$ cat config.mk
export PLATFORM = sky130hd
export DESIGN_NAME = fetch_buffer_stage
export DESIGN_NICKNAME = d
export VERILOG_FILES = /design/src/rtl/fetch_buffer_stage.sv
export SDC_FILE = /design/constraint.sdc
export NUM_CORES = 1
export LEC_CHECK = 0
export CORE_MARGIN = 5
export CORE_UTILIZATION = 52
export CTS_BUF_LIST = sky130_fd_sc_hd__clkbuf_8
export DETAILED_ROUTE_END_ITERATION = 10
export PLACE_DENSITY = 0.78
export SLEW_MARGIN = 20
export SYNTH_ARGS = -nofsm -noshare
export SYNTH_HDL_FRONTEND = slang
export SYNTH_SLANG_ARGS = --single-unit
$ cat constraint.sdc
create_clock -name clk -period 3.5 [get_ports clk]
set_input_delay 0.35 -clock clk [delete_from_list [all_inputs] [get_ports clk]]
set_output_delay 0.35 -clock clk [all_outputs]
set_load 0.02 [all_outputs]
$ cat src/rtl/fetch_buffer_stage.sv
// fetch_buffer_stage: holds the PC, issues instruction-memory reads and queues
// fetched {instr, pc, pc_plus} entries for decode behind a valid/ready handshake.
// A taken branch (redirect) flushes the queue and reloads the PC.
module fetch_buffer_stage #(
  parameter int                 ADDR_W   = 32,
  parameter int                 DATA_W   = 32,
  parameter int                 DEPTH    = 4,
  parameter logic [ADDR_W-1:0]  RESET_PC = '0,
  parameter int                 PC_STEP  = 4
) (
  input  logic                     clk,
  input  logic                     Reset,
  output logic                     imem_req,
  output logic [ADDR_W-1:0]        imem_addr,
  input  logic [DATA_W-1:0]        imem_rdata,
  input  logic                     imem_rvalid,
  input  logic                     redirect_valid,
  input  logic [ADDR_W-1:0]        redirect_pc,
  output logic                     dec_valid,
  input  logic                     dec_ready,
  output logic [DATA_W-1:0]        dec_instr,
  output logic [ADDR_W-1:0]        dec_pc,
  output logic [ADDR_W-1:0]        dec_pc_plus,
  output logic [$clog2(DEPTH):0]   count
);

  localparam int                PTR_W = $clog2(DEPTH);
  localparam int                CNT_W = PTR_W + 1;
  localparam logic [CNT_W-1:0]  FULL  = CNT_W'(DEPTH);
  localparam logic [ADDR_W-1:0] STEP  = ADDR_W'(PC_STEP);

  typedef struct packed {
    logic [DATA_W-1:0] instr;
    logic [ADDR_W-1:0] pc;
    logic [ADDR_W-1:0] pc_plus;
  } entry_t;

  logic [ADDR_W-1:0] pc_q, pc_d;
  logic [PTR_W-1:0]  wr_ptr_q, wr_ptr_d;
  logic [PTR_W-1:0]  rd_ptr_q, rd_ptr_d;
  logic [CNT_W-1:0]  count_q, count_d;
  entry_t            mem_q [DEPTH];

  logic              pop;
  logic              push;
  logic [ADDR_W-1:0] pc_plus;
  entry_t            head;

  // Handshake and fetch-request decode; pointers wrap naturally since DEPTH is a power of 2.
  assign dec_valid = (count_q != '0);
  assign pop       = dec_valid && dec_ready;
  assign imem_req  = !Reset && !redirect_valid && ((count_q < FULL) || pop);
  assign push      = imem_req && imem_rvalid;
  assign pc_plus   = pc_q + STEP;   // carry out of the top bit is dropped

  assign imem_addr   = pc_q;
  assign head        = mem_q[rd_ptr_q];
  assign dec_instr   = head.instr;
  assign dec_pc      = head.pc;
  assign dec_pc_plus = head.pc_plus;
  assign count       = count_q;

  // Next-state for PC, pointers and occupancy; redirect flushes everything.
  always_comb begin
    // NOTE: every variable gets a default first so no path leaves it unassigned (no latch).
    pc_d     = pc_q;
    wr_ptr_d = wr_ptr_q;
    rd_ptr_d = rd_ptr_q;
    count_d  = count_q;
    if (redirect_valid) begin
      pc_d     = redirect_pc;
      wr_ptr_d = '0;
      rd_ptr_d = '0;
      count_d  = '0;
    end else begin
      if (push) begin
        pc_d     = pc_plus;
        wr_ptr_d = wr_ptr_q + PTR_W'(1);
      end
      if (pop) begin
        rd_ptr_d = rd_ptr_q + PTR_W'(1);
      end
      unique case ({push, pop})
        2'b10:   count_d = count_q + CNT_W'(1);
        2'b01:   count_d = count_q - CNT_W'(1);
        default: count_d = count_q;
      endcase
    end
  end

  // Control state register with synchronous reset overriding redirect.
  always_ff @(posedge clk) begin
    // NOTE: sequential state uses non-blocking assignments so all registers update together.
    if (Reset) begin
      pc_q     <= RESET_PC;
      wr_ptr_q <= '0;
      rd_ptr_q <= '0;
      count_q  <= '0;
    end else begin
      pc_q     <= pc_d;
      wr_ptr_q <= wr_ptr_d;
      rd_ptr_q <= rd_ptr_d;
      count_q  <= count_d;
    end
  end

  // Queue storage write; push is already suppressed during Reset and redirect.
  always_ff @(posedge clk) begin
    // NOTE: storage is not reset; entries are only visible once count marks them valid.
    if (push) begin
      mem_q[wr_ptr_q] <= '{instr: imem_rdata, pc: pc_q, pc_plus: pc_plus};
    end
  end

endmodule

After elaboration in Yosys (flattened, before gate mapping)
Memories as Yosys holds them, arrays and structs flattened. A register that Yosys moved wholly into a read port is not among the register bits.
Index checks and enable logic that the tools add are counted.
- $add $sub $neg: 5
- magnitude comparators: 1
- equal/unequal tests: 2
- muxes and demuxes: 7
- reductions and logical operators: 11
- operators by type and width (kind ; number):
    $mux W32 ; 2
    $add A32 B3 Y32 const B ; 1
    $pmux W3 S2 ; 1
    $add A2 B1 Y2 const B ; 2
    $logic_and A1 B1 Y1 ; 4
    $mux W2 ; 2
    $reduce_bool A2 Y1 ; 2
    $add A3 B1 Y3 const B ; 1
    $lt A3 B3 Y1 const B ; 1
    $reduce_bool A3 Y1 ; 1
    $sub A3 B1 Y3 const B ; 1
    $eq A2 B1 Y1 const B ; 1
    $eq A2 B2 Y1 const B ; 1
    $logic_not A1 Y1 ; 2
    $mux W1 ; 2
    $reduce_or A2 Y1 ; 1
    $logic_or A1 B1 Y1 ; 1
- register bits after elaboration: 39
- RAM bits: 384
- input bits: 69
- output and inout bits: 133
- logic and storage cells: 31
- memories: 1
- memories (memory ; words ; width ; rd ports ; clocked after Yosys merged registers in ; write ports ; RTL line ; text):
    mem_q ; 4 ; 96 ; 1 ; 1 ; 1 ; 42 ; entry_t mem_q [DEPTH];

Logic depth before layout (Yosys ltp)
- depth in word-level cells: 7
- gate-level depth with buffers: 11
- depth with buffers taken out: 10

Least setup slack after synthesis
Ideal clock, no wire load.
- path kind: register -> register
- start: register count_q[2] (netlist: count[2])
- end: memory mem_q[1][10] in the netlist's numbering (enable)
- library setup time: 463 ps
- arrival time: 3366 ps
- required time: 3037 ps
- setup slack: -329 ps
- cell stages (with the launch flop): 6
- path buffers: 1
- period minus slack after synthesis: 3829 ps
- path through: dfxtp_1 -> nand2b_1 -> nand2_1 -> buf_1 -> nor2_1 -> and2_1
- longest elaborated chain between the ends: 7
- elaborated cells on any way between the ends: 8
- classes of those cells: order compare (1); mux (2); reduce/logical (5)
- RTL lines (item ; RTL line ; text):
    from (decl) ; 41 ; logic [CNT_W-1:0] count_q, count_d;
    from (signal assigned) ; 103 ; count_q <= count_d;
    branches (longest 2 deep; another with $lt A3 B3 Y1) ; n/a ;
    $logic_or A1 B1 Y1 (*) ; 52 ; assign imem_req = !Reset && !redirect_valid && ((count_q < FULL) || pop);
    $logic_and A1 B1 Y1 (*) ; 52 ;
    $logic_and A1 B1 Y1 (*) ; 53 ; assign push = imem_req && imem_rvalid;
    $mux W1 (*) ; 110 ; if (push) begin
    $mux W1 (implied by the code) (*) ; 111 ; mem_q[wr_ptr_q] <= '{instr: imem_rdata, pc: pc_q, pc_plus: pc_plus};
    to (decl) ; 42 ;
Every way passes the cells marked *.

==> flow_metrics.tcl <==
set metrics [dict create \
    synthTopCellsByArea "edfxtp_1 (70%), mux4_2 (13%), dfxtp_1 (5.1%), xor2_1 (1.7%), xnor2_1 (1.5%)" \
    p_per_area_nw_per_um2 503 \
    syn_area_per_cell_sq_um 19.9 \
    dp_cells 1398 \
    cap_violations 0 \
    clock_tree.buffer_depth 3 \
    crit_chain "buf_12 > mux4_2 > clkdlybuf4s50_1" \
    cts_resized 0 \
    synth.cell_area_sq_um 16200 \
    cp_top_family "buffers and inverters" \
    critical-path-slowest-cell "clkdlybuf4s50_1" \
    final_area_sq_um 20200 \
    worstMarginPinSlew_ns 0.619 \
    finClkSkew_ns 0.0244 \
    cts-root-buf "clkbuf_8" \
    holdBufCountCts 0 \
    fin_util_pct 65.8 \
    worstSetupStartpointType "register" \
    swShare_pct 21.5 \
    port_buffers 201 \
    gp_congestion 0.777 \
    p_seq_share_pct 55.1 \
    cts_setup_buffers 0 \
    path_class "register to primary output" \
    ys_seq_area_share_pct 74.6 \
    p_sw_mw 2.18 \
    clk_latency_ns 0.56 \
    path_clk_slew_ns 0.06 \
    multiInputGateArea_sq_um 3880 \
    hp-class "input port to register" \
    p_leak_nw 6.63 \
    cts_tree "built" \
    num_vias 8626 \
    die_w_um 187 \
    fmax_mhz 339 \
    cts_buffers 66 \
    dp_slack_ns 0.525 \
    antenna_found_initial 1 \
    num_rows 64 \
    slew_headroom_pct 58.4 \
    synth_fp_nets 893 \
    fin_crit_sh_pct 84.3 \
    yosysTopAreaCell "edfxtp_1" \
    place_area_sq_um 18900 \
    antenna_left 0 \
    async_reset_ff_share_pct 0 \
    first_global_vias 9216 \
    p_clk_share_pct 39.5 \
    status "finished clean" \
    finalPower_mw 10.1 \
    syn_inst 817 \
    io-pin-count 202 \
    wl_per_cell_um 23.1 \
    intPower_mw 7.97 \
    finalNonFillerCells 1518 \
    grt_pass1_wl_um 55100 \
    die_y_um 187 \
    dp_hpwl_um 22600 \
    seqCellArea_sq_um 12100 \
    finalSetupTns_ns 0 \
    ys.warnings.count 0 \
    drt_iter0_markers 613 \
    ir_drop_v 0.000212 \
    combPwrFrac_pct 5.5 \
    firstDrtPassIters 5 \
    grt_use_total_pct 20.2 \
    initial_utilization_pct 52.9 \
    required_ns 3.15 \
    grt-ovfl-total 0 \
    drc_errors 0 \
    drive_gt1_share_pct 21.0 \
    synth_cell_types 44 \
    htreeDepth 3 \
    holdWs_ns 0.368 \
    worst_slack_ns 0.548 \
    grt_max_degree 47 \
    cp_max_fo 43 \
    vias_per_cell 5.68 \
    worstPathArrival_ns 2.60 \
    rsz0062_at_grt "no" \
    die_area_sq_um 34800 \
    crit_path_end_kind "primary output" \
    ys.flop_type "edfxtp_1" \
    area_growth_pct 24.4 \
    critPathMaxStageDelay_ns 0.60 \
    slew_violations 0 \
    cts_sinks 417 \
    num-fill-cells 2068 \
    yosys.area.top_type_share_pct 69.6 \
    diodes 0 \
    synth_edf_count 376 \
    min_period_ns 2.95 \
    hold_viol 0 \
    wl_um 35000 \
    final_nets 1146 \
    setup_violations 0 \
    crit_buf_inv 2 \
    coreArea_sq_um 30700 \
    ys_seq_elements 417 \
]
-- cells in the mapped netlist (all sizes together), types with 11 or more instances --
| library cell | n |
|---|---|
| buf | 25 |
| a21oi | 11 |
| clkbuf | 19 |
| and3 | 14 |
| xor2 | 32 |
| nand4 | 15 |
| dfxtp | 41 |
| mux4 | 94 |
| nor2 | 39 |
| nand3 | 11 |
| and2 | 11 |
| edfxtp | 376 |
| a211oi | 18 |
| xnor2 | 27 |
| nand2 | 35 |
-- worst paths after layout --
kind / slack, ns / cells past startpoint / to / from
setup / recovery: 0.55 / 3 / dec_pc_plus[3] / register
hold / removal: 0.37 / 3 / imem_addr[28] / redirect_pc[28]
setup reg to reg: 0.90 / 6 / mem_q[1][22] / imem_addr[2]
hold reg to reg: 0.50 / 2 / wr_ptr_q[1] / wr_ptr_q[1]
-- kinds of logic after synthesis --
kind of cell	count (synthesis)	share of synthesized area (%)
fa+ha+maj	7	0.586
xor+xnor	59	3.18
simple gates	147	5.33
buf+inv	53	1.56
flops	417	74.6
compound gates	38	1.56
mux	96	13.2
-- registers in the layout, summed over array words and instances, names as in the netlist, named ones only --
register,cells
rd_ptr_q,2
imem_addr,32
mem_q,376
count,3
wr_ptr_q,2
-- cells in the final DEF, fill, tap and decap left out, types with 11 or more instances in the layout --
cell / n
edfxtp_1: 376
clkdlybuf4s50_1: 201
mux4_2: 94
clkbuf_8: 71
nor2_1: 39
dfxtp_1: 39
nand2_1: 34
xor2_1: 32
xnor2_1: 27
inv_1: 25
a211oi_1: 18
buf_4: 17
clkinv_1: 14
and3_1: 13
nand4_1: 12
a21oi_1: 11
buf_12: 11
-- routing by layer --
metal	GRT usage [%]	part of all wire, %	vias to the layer above
li1	-	-	3790
met1	28.9	42	4417
met2	31.9	49	382
met3	5.42	8.1	35
met4	4.48	1.1	2
met5	0	0.037	-
-- final cells by class --
cell class	instances	share of cell area (%)
tap	396	2.45
clock inverter	49	1.61
sequential	417	60.0
clock buffer	71	4.84
inverter	9	0.167
timing repair buffer	229	11.7
multi-input combinational	347	19.2
-- tightest hold or removal path, delay by kind of cell --
| kind | cells | cell delay (ns) |
|---|---|---|
| buffers and inverters | 1 | 0.40 |
| AO/OA/AOI/OAI | 1 | 0.06 |
| AND/OR/NAND/NOR | 1 | 0.06 |
-- power by group through the flow --
stage,sequential (mW),clock [mW],combinational [mW]
after global routing,5.59,4.39,0.592
final,5.59,4.00,0.555
after detailed placement,5.69,0,0.558
after CTS,5.59,4.10,0.562
after global placement,5.69,0,0.550
after floorplan,5.70,0,0.229
Note: power is estimated with default switching activity, not from simulation.
